===== config.mk =====
export PLATFORM = sky130hd
export DESIGN_NAME = sc_key_sequencer
export DESIGN_NICKNAME = d
export VERILOG_FILES = /design/src/rtl/sc_key_sequencer.sv
export SDC_FILE = /design/constraint.sdc
export NUM_CORES = 1
export LEC_CHECK = 0
export CORE_MARGIN = 10
export CORE_UTILIZATION = 58
export CTS_BUF_LIST = sky130_fd_sc_hd__clkbuf_8
export CTS_CLUSTER_DIAMETER = 150
export CTS_CLUSTER_SIZE = 16
export DETAILED_ROUTE_END_ITERATION = 8
export HOLD_SLACK_MARGIN = 0.1
export PLACE_DENSITY = 0.79
export SYNTH_ARGS = -nofsm -noshare
export SYNTH_HDL_FRONTEND = slang
export SYNTH_SLANG_ARGS = --single-unit
export TNS_END_PERCENT = 10

===== constraint.sdc =====
create_clock -name clk -period 2.6 [get_ports clk]
set_clock_uncertainty 0.2 [all_clocks]
set_input_delay 0.39 -clock clk [delete_from_list [all_inputs] [get_ports clk]]
set_output_delay 0.39 -clock clk [all_outputs]
set_load 0.03 [all_outputs]

===== src/rtl/sc_key_sequencer.sv =====
// sc_key_sequencer: synchronises and debounces the four active-low KEY inputs,
// rejects chords, offers exactly one valid/ready key event per single-key
// press to the lock FSM, and aborts a stale partial entry after an idle timeout.
module sc_key_sequencer #(
  parameter int unsigned DEBOUNCE_CYCLES = 1_000_000,
  parameter int unsigned IDLE_TIMEOUT    = 500_000_000
) (
  input  logic       clk,
  input  logic       rst_n,
  input  logic [3:0] btn_raw,
  input  logic       lock_busy,
  input  logic       key_ready,
  output logic       key_valid,
  output logic [3:0] key_code,
  output logic [3:0] btn_clean,
  output logic       chord_err,
  output logic       entry_abort
);

  localparam int unsigned DW = (DEBOUNCE_CYCLES > 2) ? $clog2(DEBOUNCE_CYCLES) : 1;
  localparam int unsigned IW = (IDLE_TIMEOUT > 2) ? $clog2(IDLE_TIMEOUT) : 1;
  localparam logic [DW-1:0] DB_LAST   = DW'(DEBOUNCE_CYCLES - 1);
  localparam logic [IW-1:0] IDLE_LAST = IW'(IDLE_TIMEOUT - 1);

  typedef enum logic [1:0] {IDLE, OFFER, WAIT_REL, CHORD} state_t;

  state_t        state_q, state_d;
  logic [3:0]    sync1, btn_sync;
  logic [DW-1:0] db_cnt [4];
  logic [3:0]    pressed;
  logic [2:0]    n_pressed;
  logic [3:0]    code_q, code_d;
  logic          deliver;
  logic          entry_active;
  logic [IW-1:0] idle_cnt;
  logic          busy_q, busy_rise;
  logic          idle_run, idle_hit;

  // Two-flop synchroniser for the asynchronous raw keys.
  always_ff @(posedge clk or negedge rst_n) begin
    if (!rst_n) begin
      sync1    <= '1;
      btn_sync <= '1;
    end else begin
      sync1    <= btn_raw;
      btn_sync <= sync1;
    end
  end

  // Per-key debounce: a level is accepted only after DEBOUNCE_CYCLES differing cycles in a row.
  always_ff @(posedge clk or negedge rst_n) begin
    if (!rst_n) begin
      btn_clean <= '1;
      for (int unsigned i = 0; i < 4; i++) db_cnt[i] <= '0;
    end else begin
      for (int unsigned i = 0; i < 4; i++) begin
        if (btn_sync[i] == btn_clean[i]) begin
          db_cnt[i] <= '0;
        end else if (db_cnt[i] == DB_LAST) begin
          btn_clean[i] <= btn_sync[i];
          db_cnt[i]    <= '0;
        end else begin
          db_cnt[i] <= db_cnt[i] + 1'b1;
        end
      end
    end
  end

  // Number of debounced keys currently held.
  always_comb begin
    pressed   = ~btn_clean;
    n_pressed = '0;
    for (int unsigned i = 0; i < 4; i++) n_pressed = n_pressed + {2'b00, pressed[i]};
  end

  // FSM state and captured key code.
  always_ff @(posedge clk or negedge rst_n) begin
    if (!rst_n) begin
      state_q <= IDLE;
      code_q  <= '1;
    end else begin
      state_q <= state_d;
      code_q  <= code_d;
    end
  end

  // Next-state logic; code_d returns to all-ones whenever the offer ends so key_code idles high.
  always_comb begin
    state_d   = state_q;
    code_d    = code_q;
    chord_err = 1'b0;
    deliver   = 1'b0;
    case (state_q)
      IDLE: begin
        if (n_pressed == 3'd1 && !lock_busy) begin
          code_d  = btn_clean;
          state_d = OFFER;
        end else if (n_pressed >= 3'd2) begin
          chord_err = 1'b1;
          state_d   = CHORD;
        end else if (n_pressed != 3'd0) begin
          state_d = WAIT_REL;
        end
      end
      OFFER: begin
        if (key_ready) begin
          deliver = 1'b1;
          code_d  = '1;
          state_d = WAIT_REL;
        end else if (lock_busy) begin
          code_d  = '1;
          state_d = WAIT_REL;
        end
      end
      WAIT_REL, CHORD: begin
        if (n_pressed == 3'd0) state_d = IDLE;
      end
      default: state_d = IDLE;
    endcase
  end

  assign key_valid = (state_q == OFFER);
  assign key_code  = code_q;

  // Idle timeout qualifiers; a lockout edge suppresses the abort pulse in the same cycle.
  always_comb begin
    busy_rise   = lock_busy & ~busy_q;
    idle_run    = (state_q == IDLE) && (n_pressed == 3'd0) && entry_active && !busy_rise;
    idle_hit    = idle_run && (idle_cnt == IDLE_LAST);
    entry_abort = idle_hit;
  end

  // Entry tracking and idle counter; delivery takes precedence over a concurrent lockout edge.
  always_ff @(posedge clk or negedge rst_n) begin
    if (!rst_n) begin
      busy_q       <= 1'b0;
      entry_active <= 1'b0;
      idle_cnt     <= '0;
    end else begin
      busy_q <= lock_busy;
      if (deliver) entry_active <= 1'b1;
      else if (busy_rise || idle_hit) entry_active <= 1'b0;
      if (idle_run && !idle_hit) idle_cnt <= idle_cnt + 1'b1;
      else idle_cnt <= '0;
    end
  end

endmodule

[After elaboration in Yosys (flattened, before gate mapping)]
Index checks and enable logic that the tools add are counted.
Storage, ports and cells
  output and inout bits: 11
  logic and storage cells: 97
  bits in registers: 129
Operators by class
  eq/ne operators: 17
  reduce and logical (&&, ||, !) cells: 22
  bitwise gates (word level): 7
  mux-type cells: 27
  $add $sub $neg: 8
  order comparisons: 1
Operators with widths (count)
  20-bit 2-to-1 mux: 8
  20-bit by 1-bit adder with 20-bit output (second input constant): 4
  20-bit == test (second input constant): 4
  29-bit by 1-bit adder with 29-bit output (second input constant): 1
  29-bit == test (second input constant): 1
  29-bit 2-to-1 mux: 1
  2-bit 2-to-1 mux: 6
  4-bit 2-to-1 mux: 3
  4-bit one-hot mux with 2 select lines: 1
  2-bit AND reduction: 4
  1-bit 2-to-1 mux: 7
  1-bit logical AND: 6
  2-bit one-hot mux with 3 select lines: 1
  3-bit AND reduction: 2
  1-bit NOT: 5
  1-bit == test: 4
  2-bit == test (second input constant): 2
  2-bit != test (second input constant): 2
  4-bit != test (second input constant): 1
  4-bit NOT: 1
  2-bit nonzero test: 2
  2-bit by 1-bit adder with 3-bit output: 1
  3-bit by 1-bit adder with 3-bit output: 1
  3-bit by 1-bit == test with 1-bit output (second input constant): 1
  11 further kinds: 13

[Logic depth before layout (Yosys ltp)]
Gate-level depths: netlist (run 1).
  depth after elaboration: 12
  gate-level depth with buffers: 10
  depth with buffers taken out: 9

[Worst setup path after synthesis (run 1)]
Ideal clock, no wire load.
  path kind: reg-to-output
  start point: register btn_clean[1]
  end point: output entry_abort
  required time: 2.010 ns
  arrival time: 3.153 ns
  buffers on the path: 0
  stages on the path, launching flop included: 9
  slack: -1.143 ns
  cells stage by stage: dfstp_2 > fa_1 > inv_1 > ha_1 > inv_1 > ha_1 > nor3_1 > nand4_1 > nor4_1
Between the ends
  longest elaborated chain between the ends: 9
Ends and longest elaborated chain
  start, declared: line 15  | output logic [3:0] btn_clean,
  start signal, assigned by index: line 60  | btn_clean[i] <= btn_sync[i];
  4-bit NOT: line 71  | pressed = ~btn_clean;
  1-bit by 1-bit adder with 2-bit output: line 73  | for (int unsigned i = 0; i < 4; i++) n_pressed = n_pressed + {2'b00, pressed[i]};
  2-bit by 1-bit adder with 3-bit output: line 73
  3-bit by 1-bit adder with 3-bit output: line 73
  3-bit logical NOT: line 128  | idle_run = (state_q == IDLE) && (n_pressed == 3'd0) && entry_active && !busy_rise;
  1-bit logical AND (3 in a row): line 128
  1-bit logical AND: line 129  | idle_hit = idle_run && (idle_cnt == IDLE_LAST);
  end, declared: line 17  | output logic entry_abort
No other way between the ends.

[Worst setup path in the final report (run 1)]
  start point: register btn_clean[0]
  end point: output entry_abort
The elaborated chain is that of the path after synthesis.

==> flow_metrics.tcl, run 1 <==
set metrics [dict create \
    p_per_area_mw_per_mm2 509 \
    grt_util_met1 0.238 \
    die_h_um 126 \
    cts_made_buffers 17 \
    synthTopCellsByCount "dfrtp_1 (113), nor2_1 (71), nand3_1 (45), nand2_1 (38), a21oi_1 (34)" \
    p_leak_nw 2.92 \
    finalCriticalPeriod_ns 3.34 \
    crit_required_ns 2.01 \
    internal_power_mw 2.92 \
    num_antenna_cells 0 \
    clock_power_share 0.429 \
    track_usage 0.189 \
    nNetsFinal 737 \
    pre_cts_ws_ns -0.286 \
    tns_ns -7.18 \
    status "finished with violations" \
    regToRegSetupSlack_ns -0.32 \
    grt_overflow_total 0 \
    vias 5481 \
    ios 19 \
    ys_seq_area_frac 0.499 \
    period_share 1.28 \
    ys_types 48 \
    firstDrtPassIters 4 \
    synth.cell_area_mm2 0.00651 \
    port_buffers 18 \
    die-area_mm2 0.0159 \
    ys_ff_latch 129 \
    tightestPinTransition_ns 0.528 \
    vdd_drop_max_mv 0.334 \
    synth_top_flop_cell "dfrtp_1" \
    die_x_um 126 \
    area_delta_synth_final_pct 18.5 \
    synth_warnings 0 \
    synthCells 664 \
    totalWireLength_um 14700 \
    drc_errors 0 \
    cts_root_buf "clkbuf_8" \
    syn_nets 681 \
    min_path_cells 1 \
    timing.fmax_mhz 300 \
    crit_arrival_ns 2.75 \
    busiest_layer "met2" \
    core_area_mm2 0.0109 \
    finalHoldViolCount 0 \
    vias_per_cell 6.28 \
    hpwl_um 10300 \
    synth_enable_flop_cells 0 \
    power_mw 3.93 \
    htree_num_levels 4 \
    worst_slack_ns -0.738 \
    clk_pin_slew_worst_paths_ns 0.08 \
    avgSynthCellArea_um2 9.81 \
    clock_latency_ns 0.44 \
    switching_share 0.256 \
    start_kind "flop" \
    slowest_stage "dfstp_2" \
    synthTopCellsByArea "dfrtp_1 (43%), dfstp_2 (6.5%), xnor2_1 (4.2%)" \
    violations "negative setup slack" \
    synth_top_area_cell "dfrtp_1" \
    yosys.area.top_type_share 0.434 \
    p_comb_frac 0.042 \
    power.switching_mw 1.01 \
    met2_usage 0.310 \
    pwr-share-seq 0.528 \
    crit_fanout 3 \
    async_flop_share 1.00 \
    hold_start "btn_raw[2]" \
    wl_per_cell_um 16.9 \
    drive_above_1_share 0.196 \
    rsz0062_at_grt "true" \
    max_stage_delay_ns 0.55 \
    drt_first_iter_violations 560 \
    cap_viol_max_count 0 \
    fin_util 0.706 \
    grt_max_degree 45 \
    final-setup-viol-count 38 \
    r2r_end "idle_cnt[7]" \
    cts_tree "built" \
    antenna_left 0 \
    fp-row-count 38 \
    placed_cells 835 \
    start_util 0.596 \
    yosysMostFrequentCell "dfrtp_1" \
    clock_sinks 129 \
    min_to "sync1[2]" \
    slew_viol_final 0 \
    reg2regPathDepth 12 \
    gr-usage-met3 0.0466 \
    setup.worst_path.class "flop to output port" \
    grt_first_pass_wirelength_um 25300 \
    grt_pass1_vias 5322 \
    crit_chain "fa_1 > inv_1 > ha_2 > inv_2 > ha_4 > nor3_4 > nand4_1 > nor4_4 > buf_6" \
    crit_path_end_kind "output port" \
    antenna_found_initial 0 \
    hold_path.class "input port to flop" \
    cts_buffer_depth 2 \
    relSlewSlack 0.648 \
    r2r_start "btn_clean[0]" \
    gp_congestion 0.873 \
    finalNonFillerCells 873 \
]
## worst max-delay path, delay by kind of cell (launching register included)
| kind | cells | cell delay, ns |
|---|---|---|
| flops | 1 | 0.55 |
| buf+inv | 3 | 0.31 |
| fa+ha+maj | 3 | 0.83 |
| simple gates | 3 | 0.61 |
## sequential cells by signal, indices dropped and copies added, names as in the netlist
| name | count |
|---|---|
| btn_clean | 4 |
| key_code | 4 |
| busy_q | 1 |
| idle_cnt | 29 |
| entry_active | 1 |
| state_q | 2 |
| db_cnt | 80 |
| sync1 | 4 |
| btn_sync | 4 |
## repair_timing
action | CTS | global route
endpoints found under the hold margin | 37 | 0
pin swaps | 19 | 2
buffers inserted | 3 | 2
setup endpoints to repair | 36 | 38
hold buffers | 1 | 0
gates resized for setup | 32 | 9
## cell families (layout without fill, tap and decap cells)
| group | Yosys count | count (layout) | share of synthesized area |
|---|---|---|---|
| compound gates | 101 | 101 | 0.0985 |
| flops | 129 | 129 | 0.499 |
| simple gates | 320 | 320 | 0.270 |
| mux | 4 | 4 | 0.00691 |
| fa+ha+maj | 9 | 9 | 0.0184 |
| xor+xnor | 60 | 60 | 0.0807 |
| buf+inv | 41 | 110 | 0.0263 |
## final cells by class
| class | instances | area, um^2 |
|---|---|---|
| well taps | 140 | 175 |
| repair buffers | 57 | 512 |
| multi-input cells | 494 | 3310 |
| fillers | 805 | 3220 |
| clock inverters | 13 | 129 |
| flip-flops and latches | 129 | 3250 |
| inverters | 21 | 78.8 |
| clock buffers | 19 | 262 |
## layer usage
metal | share of wire | vias up
li1 | - | 2573
met1 | 0.44 | 2736
met2 | 0.50 | 145
met3 | 0.045 | 27
met4 | 0.016 | 0
met5 | 0 | -
## metrics by stage
step | hold WS (ns) | area [um^2]
after floorplan | -0.106 | 6560
after global routing | 0.118 | 7720
final | 0.146 | 7720
after global placement | 0.147 | 7090
after CTS | 0.129 | 7660
after detailed placement | 0.152 | 7090
## cell usage in the layout (no fill, tap or decap), types with 5 or more instances in the layout
cell type        instances
nand4_1                 33
dfstp_2                 16
clkbuf_8                19
nor3_2                   9
nor2_1                  69
nand3_1                 45
nor3_1                  13
nor4b_1                  5
o21ai_0                 17
dfrtp_1                113
nor4_1                  14
and3_1                   9
and4_1                   8
a21oi_1                 33
buf_4                   36
or4_1                   26
clkdlybuf4s50_1         14
a211oi_2                14
xor2_1                  29
nand2_1                 38
xnor2_1                 31
inv_1                   20
or3_1                   17
and2_1                   6
clkinvlp_4               5
ha_1                     5
o31ai_1                 21
## how the worst max path moves through the flow
stage | from | to | slack [ns] | depth (start not counted)
6_report | btn_clean[0] | entry_abort | -0.74 | 9
5_1_grt | btn_clean[0] | entry_abort | -0.90 | 9
4_1_cts | btn_clean[0] | entry_abort | -0.77 | 9
3_5_place_dp | btn_clean[0] | entry_abort | -0.29 | 9
3_3_place_gp | btn_clean[0] | entry_abort | -0.24 | 9
2_1_floorplan | btn_clean[0] | entry_abort | -0.36 | 8
## power groups by stage
stage | Sequential (mW) | Clock [mW] | Combinational [mW]
floorplan | 2.12 | 0 | 0.0558
global placement | 2.11 | 0 | 0.160
detailed placement | 2.11 | 0 | 0.165
CTS | 2.08 | 1.71 | 0.168
global route | 2.08 | 1.82 | 0.185
finish | 2.08 | 1.69 | 0.165
Note: power is estimated with default switching activity, not from simulation.
==> run 2: changes to the inputs <==
Settings changed: SETUP_SLACK_MARGIN from default to 0.15.
==> run 2 against run 1 <==
Compared with the run above:
- the run still ends with negative setup slack left
- setup slack worse by 0.0017 ns
- worst hold slack hardly changed
- die area stayed put
- critical path type unchanged
- largest power group unchanged
==> flow_metrics.tcl, run 2 (synthesis results as in run 1) <==
set metrics [dict create \
    vias 5453 \
    cts_root_buf "clkbuf_8" \
    clock_sinks 129 \
    p_leak_nw 2.97 \
    cts_buffer_depth 2 \
    fp-row-count 38 \
    vias_per_cell 6.25 \
    drc_errors 0 \
    wl_per_cell_um 16.9 \
    timing.fmax_mhz 299 \
    htree_num_levels 4 \
    core_area_mm2 0.0109 \
    fin_util 0.706 \
    die_h_um 126 \
    max_stage_delay_ns 0.55 \
    layout_commonest_cell "dfrtp_1" \
    pwr-share-seq 0.528 \
    finalNonFillerCells 873 \
    final-setup-viol-count 38 \
    n_fill_cell 801 \
    nNetsFinal 737 \
    ios 19 \
    finalCriticalPeriod_ns 3.34 \
    power.switching_mw 1.01 \
    crit_arrival_ns 2.75 \
    totalWireLength_um 14700 \
    grt_overflow_total 0 \
    hpwl_um 10300 \
    grt_max_degree 45 \
    crit_chain "fa_1 > inv_1 > ha_2 > inv_2 > ha_4 > buf_4 > nor4b_4 > buf_4 > nor4_2 > buf_4" \
    setup.worst_path.class "flop to output port" \
    rsz0062_at_grt "true" \
    track_usage 0.189 \
    top_register "db_cnt" \
    cts_tree "built" \
    crit_top_cell "buf_4" \
    port_buffers 18 \
    crit_required_ns 2.01 \
    worst_slack_ns -0.739 \
    cap_viol_max_count 0 \
    clk_pin_slew_worst_paths_ns 0.08 \
    grt_pass1_vias 5324 \
    relSlewSlack 0.648 \
    reg.largest.list "db_cnt x80, idle_cnt x29" \
    die-area_mm2 0.0159 \
    hold_path.class "input port to flop" \
    pre_cts_ws_ns -0.286 \
    cts_made_buffers 17 \
    drive_above_1_share 0.199 \
    layout_common_cells "dfrtp_1 (113), nor2_1 (67), nand3_1 (45), nand2_1 (38), buf_4 (36)" \
    vdd_drop_max_mv 0.333 \
    antenna_left 0 \
    area_delta_synth_final_pct 18.6 \
    crit_path_end_kind "output port" \
    p_per_area_mw_per_mm2 509 \
    clock_power_share 0.430 \
    internal_power_mw 2.92 \
    start_kind "flop" \
    p_comb_frac 0.042 \
    crit_fanout 2 \
    placed_cells 835 \
    drt_first_iter_violations 587 \
    grt_first_pass_wirelength_um 25300 \
    start_util 0.596 \
    die_x_um 126 \
    firstDrtPassIters 5 \
    period_share 1.28 \
    tightestPinTransition_ns 0.527 \
    finalHoldViolCount 0 \
    antenna_found_initial 0 \
    clock_latency_ns 0.44 \
    num_antenna_cells 0 \
    slew_viol_final 0 \
    slowest_stage "dfstp_2" \
    switching_share 0.256 \
    violations "negative setup slack" \
    status "finished with violations" \
    gp_congestion 0.873 \
    largest_reg_flops 80 \
]
[run 2: changes by cell type in the layout (fill, tap and decap cells not counted)]
cell             delta
clkdlybuf4s50_1     -3
dlymetal6s2s_1      +2
nor2_1              -2
nor2_2              +2
dlygate4sd2_1       +1
[run 2: power groups by stage]
stage          clock network, mW  registers [mW]  logic (mW)
3_3_place_gp                   0            2.11       0.160
6_report                    1.69            2.08       0.166
4_1_cts                     1.71            2.08       0.168
5_1_grt                     1.82            2.08       0.186
2_1_floorplan                  0            2.12      0.0558
3_5_place_dp                   0            2.11       0.165
[run 2: metrics by stage]
stage / hold WS (ns) / power [mW] / instance area (um^2) / setup TNS, ns
after floorplan: -0.106 / 2.17 / 6560 / -4.20
after CTS: 0.129 / 3.96 / 7660 / -4.51
final: 0.146 / 3.93 / 7720 / -7.15
after detailed placement: 0.152 / 2.28 / 7090 / -3.28
after global routing: 0.118 / 4.09 / 7720 / -11.81
after global placement: 0.147 / 2.27 / 7090 / -0.784
[run 2: what timing repair did]
item | CTS | global route
hold buffers | 1 | 0
setup endpoints to repair | 40 | 40
resized for setup | 34 | 12
endpoints found under the hold margin | 37 | 0
pin swaps | 20 | 2
buffers inserted | 3 | 2
[run 2: worst paths after layout]
path | start | endpoint | slack [ns] | cells past startpoint
setup / recovery | btn_clean[0] | chord_err | -0.74 | 10
hold / removal | btn_raw[2] | sync1[2] | 0.15 | 1
setup reg to reg | btn_clean[0] | idle_cnt[7] | -0.32 | 12
hold reg to reg | sync1[2] | btn_sync[2] | 0.16 | 0
max in group asynchronous | rst_n | sync1[2] | 1.24 | 3
min in group asynchronous | rst_n | db_cnt[36] | 0.26 | 2
[run 2: worst max-delay path, delay by kind of cell (launching register included)]
kind / cells / cell delay [ns]
buf+inv: 5 / 0.62
flops: 1 / 0.55
fa+ha+maj: 3 / 0.83
simple gates: 2 / 0.31
[run 2: layout make-up]
class                           count  area, um^2  area share
Tap cell                          140         175      0.0227
Multi-Input combinational cell    494        3320       0.429
Clock buffer                       19         262      0.0339
Inverter                           21        78.8      0.0102
Sequential cell                   129        3250       0.420
Timing Repair Buffer               57         515      0.0667
Clock inverter                     13         129      0.0167
[run 2: routing by layer]
layer | vias up | share of wire | global-route usage
met2 | 136 | 0.51 | 0.310
met5 | - | 0 | 0
met4 | 0 | 0.015 | 0.0656
li1 | 2576 | - | -
met3 | 27 | 0.046 | 0.0466
met1 | 2714 | 0.43 | 0.238
